$ cat config.mk
export PLATFORM = sky130hd
export DESIGN_NAME = biquad8_coeff_loader
export DESIGN_NICKNAME = d
export VERILOG_FILES = /design/src/rtl/biquad8_coeff_loader.sv
export SDC_FILE = /design/constraint.sdc
export NUM_CORES = 1
export LEC_CHECK = 0
export ABC_AREA = 0
export BUFFER_PORTS_ARGS = -buffer_cell sky130_fd_sc_hd__buf_2
export CAP_MARGIN = 20
export CORE_MARGIN = 2
export CORE_UTILIZATION = 25
export CTS_BUF_LIST = sky130_fd_sc_hd__clkbuf_16
export CTS_CLUSTER_SIZE = 12
export DETAILED_ROUTE_END_ITERATION = 6
export PLACE_DENSITY_LB_ADDON = 0.3
export SLEW_MARGIN = 0
export SYNTH_ARGS = -nofsm -noshare
export SYNTH_HDL_FRONTEND = slang
export SYNTH_SLANG_ARGS = --single-unit
$ cat constraint.sdc
create_clock -name wb_clk_i -period 21.5 [get_ports wb_clk_i]
set_clock_uncertainty 0.2 [all_clocks]
set_input_delay 4.3 -clock wb_clk_i [delete_from_list [all_inputs] [get_ports wb_clk_i]]
set_output_delay 4.3 -clock wb_clk_i [all_outputs]
set_load 0.005 [all_outputs]
$ cat src/rtl/biquad8_coeff_loader.sv
// Wishbone master that streams a latched set of 19 biquad8 coefficients (plus an
// optional update strobe) into a biquad8_wrapper_v2 slave, one write at a time.
module biquad8_coeff_loader #(
   parameter int NCOEF     = 19,
   parameter int TIMEOUT   = 255,
   parameter bit DO_UPDATE = 1'b1
) (
   input  logic                 wb_clk_i,
   input  logic                 wb_rst_i,
   input  logic                 start_i,
   input  logic [NCOEF*18-1:0]  coeff_i,
   output logic                 busy_o,
   output logic                 done_o,
   output logic                 err_o,
   output logic [4:0]           err_idx_o,
   output logic                 wb_cyc_o,
   output logic                 wb_stb_o,
   output logic                 wb_we_o,
   output logic [6:0]           wb_adr_o,
   output logic [31:0]          wb_dat_o,
   output logic [3:0]           wb_sel_o,
   input  logic                 wb_ack_i,
   input  logic                 wb_err_i
);

   localparam logic [1:0] ST_IDLE  = 2'd0;
   localparam logic [1:0] ST_WRITE = 2'd1;
   localparam logic [1:0] ST_GAP   = 2'd2;

   localparam logic [4:0] LAST_IDX = DO_UPDATE ? 5'd19 : 5'd18;
   localparam logic [7:0] TO_LAST  = 8'(TIMEOUT - 1);

   logic [1:0]           state_r;
   logic [4:0]           idx_r;
   logic [7:0]           to_cnt_r;
   logic [NCOEF*18-1:0]  coeff_r;
   logic                 busy_r;
   logic                 done_r;
   logic                 err_r;
   logic [4:0]           err_idx_r;
   logic                 cyc_r;
   logic [6:0]           adr_r;
   logic [31:0]          dat_r;

   // Slave register address for each step of the programming sequence.
   function automatic logic [6:0] wr_addr(input logic [4:0] idx);
      logic [6:0] a;
      if (idx <= 5'd1) begin
         a = 7'h04;
      end else if (idx <= 5'd4) begin
         a = 7'h10;
      end else if (idx <= 5'd8) begin
         a = 7'h14;
      end else if (idx == 5'd9) begin
         a = 7'h18;
      end else if (idx == 5'd10) begin
         a = 7'h1C;
      end else if (idx <= 5'd14) begin
         a = 7'h08;
      end else if (idx <= 5'd18) begin
         a = 7'h0C;
      end else begin
         a = 7'h00;
      end
      return a;
   endfunction

   // Coefficient writes carry the raw 18-bit field; the step past them is the update strobe.
   function automatic logic [31:0] wr_data(input logic [4:0] idx,
                                           input logic [NCOEF*18-1:0] coeffs);
      logic [31:0] d;
      int unsigned base;
      base = 18 * int'(idx);
      if (idx < 5'(NCOEF)) begin
         d = {14'b0, coeffs[base +: 18]};
      end else begin
         d = 32'h0000_0001;
      end
      return d;
   endfunction

   // Sequencer: launches each write, waits for ack/err/timeout, inserts one idle gap.
   always_ff @(posedge wb_clk_i or posedge wb_rst_i) begin
      if (wb_rst_i) begin
         state_r   <= ST_IDLE;
         idx_r     <= 5'd0;
         to_cnt_r  <= 8'd0;
         coeff_r   <= '0;
         busy_r    <= 1'b0;
         done_r    <= 1'b0;
         err_r     <= 1'b0;
         err_idx_r <= 5'd0;
         cyc_r     <= 1'b0;
         adr_r     <= 7'h00;
         dat_r     <= 32'h0000_0000;
      end else begin
         done_r <= 1'b0;
         case (state_r)
            ST_IDLE: begin
               if (start_i) begin
                  coeff_r   <= coeff_i;
                  err_r     <= 1'b0;
                  err_idx_r <= 5'd0;
                  idx_r     <= 5'd0;
                  to_cnt_r  <= 8'd0;
                  busy_r    <= 1'b1;
                  cyc_r     <= 1'b1;
                  adr_r     <= wr_addr(5'd0);
                  dat_r     <= wr_data(5'd0, coeff_i);
                  state_r   <= ST_WRITE;
               end else begin
                  state_r   <= ST_IDLE;
               end
            end
            ST_WRITE: begin
               // A bus error wins over an ack arriving in the same cycle.
               if (wb_err_i || (!wb_ack_i && (to_cnt_r == TO_LAST))) begin
                  cyc_r     <= 1'b0;
                  busy_r    <= 1'b0;
                  err_r     <= 1'b1;
                  err_idx_r <= idx_r;
                  state_r   <= ST_IDLE;
               end else if (wb_ack_i) begin
                  cyc_r <= 1'b0;
                  if (idx_r == LAST_IDX) begin
                     busy_r  <= 1'b0;
                     done_r  <= 1'b1;
                     state_r <= ST_IDLE;
                  end else begin
                     idx_r   <= idx_r + 5'd1;
                     state_r <= ST_GAP;
                  end
               end else begin
                  to_cnt_r <= to_cnt_r + 8'd1;
               end
            end
            ST_GAP: begin
               cyc_r    <= 1'b1;
               to_cnt_r <= 8'd0;
               adr_r    <= wr_addr(idx_r);
               dat_r    <= wr_data(idx_r, coeff_r);
               state_r  <= ST_WRITE;
            end
            default: begin
               cyc_r   <= 1'b0;
               busy_r  <= 1'b0;
               state_r <= ST_IDLE;
            end
         endcase
      end
   end

   assign busy_o    = busy_r;
   assign done_o    = done_r;
   assign err_o     = err_r;
   assign err_idx_o = err_idx_r;
   assign wb_cyc_o  = cyc_r;
   assign wb_stb_o  = cyc_r;
   assign wb_we_o   = cyc_r;
   assign wb_adr_o  = adr_r;
   assign wb_dat_o  = dat_r;
   assign wb_sel_o  = 4'hF;

endmodule

==> flow_summary.yaml <==
status:
  status: "finished, final reports clean"
clock_network:
  cts_sinks: 387
  htree_levels: 2
  hold_buffers: 0
  cts_resized: 0
  cts_setup_buffers: 0
  cts_buffer_depth: 3
  cts-root-buf: "clkbuf_16"
  clk_latency_ns: 0.62
  cts_buffers: 47
  clk_pin_slew_ns: 0.06
  cts_tree: "yes"
detailed_routing:
  wl_per_cell_um: 20.3
  wl_um: 70000
  drtIter0Drc: 1299
  ant_nets: 0
  first_pass_iters: 7
  drcViolationCount: 0
  num_vias: 15700
  vias_per_cell: 4.54
finish:
  syn_to_final_growth_pct: 21.8
  post-route-util_pct: 30.6
  fin_area_sq_mm: 0.0227
  layout-drive-gt1-share_pct: 22.2
  most-common-layout-cells: "nand2_1, dfrtp_1, buf_2, mux2i_1, a21oi_1"
  final_common_cell: "nand2_1"
  layout.nets: 2795
  final_cells: 3450
worst_setup_path:
  crit_chain: "buf_2 > nand2b_1 > nor2_4 > buf_4 > buf_4 > nand2_1 > nand2_1"
  criticalPathCategory: "input pin to flop"
  worst_ep_arrival_time_ns: 7.50
  endpoint_kind: "flop"
  startpoint: "start_i"
  cp-endpoint: "coeff_r[330]"
  r2r_start: "idx_r[0]"
  reg2regPathDepth: 7
  start_kind: "input pin"
  cp.required_ns: 21.83
  timing.rr.end: "wb_dat_o[10]"
  cp_slowest_cell: "buf_4"
  slowest_delay_ns: 0.89
  path_max_fanout: 95
  worst-r2r-setup-slack_ns: 17.48
yosys:
  yosys_warnings: 0
  synth_simple_gate_area_share_pct: 24.6
  synthXorXnorAreaFrac_pct: 0.376
  syn_inst: 2131
  synth_mux_area_share_pct: 7.50
  synthDominantCellAreaShare_pct: 52.0
  yosysSeqAreaShare_pct: 52.0
  synthFlopType: "dfrtp_1"
  synth_top_area_cell: "dfrtp_1"
  ys_types: 65
  async_flop_share_pct: 100
  avgSynthCellArea_sq_um: 8.74
  synth_edf_count: 0
  synth_top_family_by_area: "simple AND/OR/NAND/NOR gates"
  synth-seq-cells: 387
  synthAdderAreaFrac_pct: 0.403
  synth_area_leaders: "dfrtp_1, nand2_1, mux2i_1, mux2_2, a22oi_1"
  synth_compound_area_share_pct: 9.92
  syn-cell-area_sq_mm: 0.0186
power_and_ir_drop:
  irDropWorstVdd_v: 0.0000596
  p_clk_share_pct: 30.4
  seqPwrFrac_pct: 38.6
  p_sw_share_pct: 36.9
  fin_total_pwr_mw: 2.61
  p_per_area_mw_per_mm2: 115
  power_leakage_nw: 11.6
  switchingPower_uw: 962
  power_frac_comb_pct: 31.0
  p_int_mw: 1.64
run:
  drv_cap: 0
timing:
  hold_viol_final: 0
  finalSetupTns_ns: 0
  period_share_pct: 33.4
  worst_pin_slew_ns: 0.987
  period_needed_ns: 7.18
  rsz0062_at_grt: "false"
  fmax_mhz: 139
  setup_violations: 0
  relSlewSlack_pct: 34.2
  final_max_slew_viol_count: 0
grt:
  antenna_found_initial: 9
  grt_max_degree: 172
  grt_util_all_layers_pct: 18.0
  grt_pass1_vias: 16000
  overflow: 0
  grt_pass1_wl_um: 103000
die:
  start_util_pct: 25.1
  die-area_sq_mm: 0.0767
  die_h_um: 277
  coreArea_sq_mm: 0.0741
  die_w_um: 277
  num_rows: 100
  ios: 401
placed_design:
  gp_congestion: 0.799
  dpl_cell_area_sq_mm: 0.0211
  dpl.cell_count: 3361
  io_buffers: 378
  hpwl_um: 50300
min_path:
  hold_class: "flop to flop"
  hold_depth: 2
-- cell families after synthesis --
group | Yosys count
flops | 387
compound gates | 257
mux | 126
xor+xnor | 8
fa+ha+maj | 6
other cells | 2
buf+inv | 176
simple gates | 1169
-- layout make-up --
class / instances / area (sq um)
diodes: 2 / 5.00
clock buffers: 47 / 1180
clock inverters: 39 / 330
fillers: 8066 / 51400
inverters: 13 / 56.3
multi-input cells: 1588 / 8090
flip-flops and latches: 387 / 9690
well taps: 969 / 1210
repair buffers: 405 / 2130
-- metal layers --
layer  GRT usage [%]  share of wire (%)  vias up
met1            24.4                 45     7584
met3            3.16                4.8      113
li1                -                  -     7559
met5               0              0.074        -
met2            29.4                 47      416
met4            5.66                3.1        8
-- sequential cells by signal (all words and copies together) (netlist names) --
register,count
busy_o,1
coeff_r,342
done_o,1
err_idx_o,5
err_o,1
idx_r,5
state_r,2
to_cnt_r,8
wb_adr_o,3
wb_cyc_o,1
wb_dat_o,18
-- how the worst min path moves through the flow --
| stage | start | slack [ns] | to |
|---|---|---|---|
| 2_1_floorplan | coeff_r[252] | 0.24 | coeff_r[252] |
| 3_3_place_gp | coeff_r[266] | 0.25 | coeff_r[266] |
| 5_1_grt | coeff_r[23] | 0.28 | coeff_r[23] |
| 3_5_place_dp | coeff_r[28] | 0.26 | coeff_r[28] |
| 4_1_cts | coeff_r[266] | 0.27 | coeff_r[266] |
| 6_report | coeff_r[280] | 0.27 | coeff_r[280] |
-- cell usage after synthesis (all sizes together) (9+ instances only) --
master   number
buf         120
clkbuf       43
nor2         44
a21oi        51
a211oi       12
o22ai        18
a22oi        44
mux2         49
nand3         9
o21ai        32
nor2b        23
o32ai        13
nand2      1051
dfrtp       387
or2          13
o211ai       14
a22o         14
inv          11
o2bb2ai      24
mux2i        75
-- per-stage QoR --
stage / setup slack (ns) / hold slack, ns
global placement: 13.77 / 0.251
CTS: 14.35 / 0.273
floorplan: 6.24 / 0.238
detailed placement: 13.74 / 0.257
finish: 14.32 / 0.269
global route: 14.06 / 0.284
-- critical path: cells and delay by family --
kind          cells  cell delay (ns)
buf+inv           3             1.99
simple gates      4             1.07
-- power by group through the flow --
stage	clock, mW	sequential (mW)	combinational, mW
finish	0.792	1.01	0.808
global route	0.843	1.03	0.885
CTS	0.814	1.01	0.823
detailed placement	0	1.02	0.819
global placement	0	1.02	0.816
floorplan	0	0.981	0.544
Note: power is estimated with default switching activity, not from simulation.
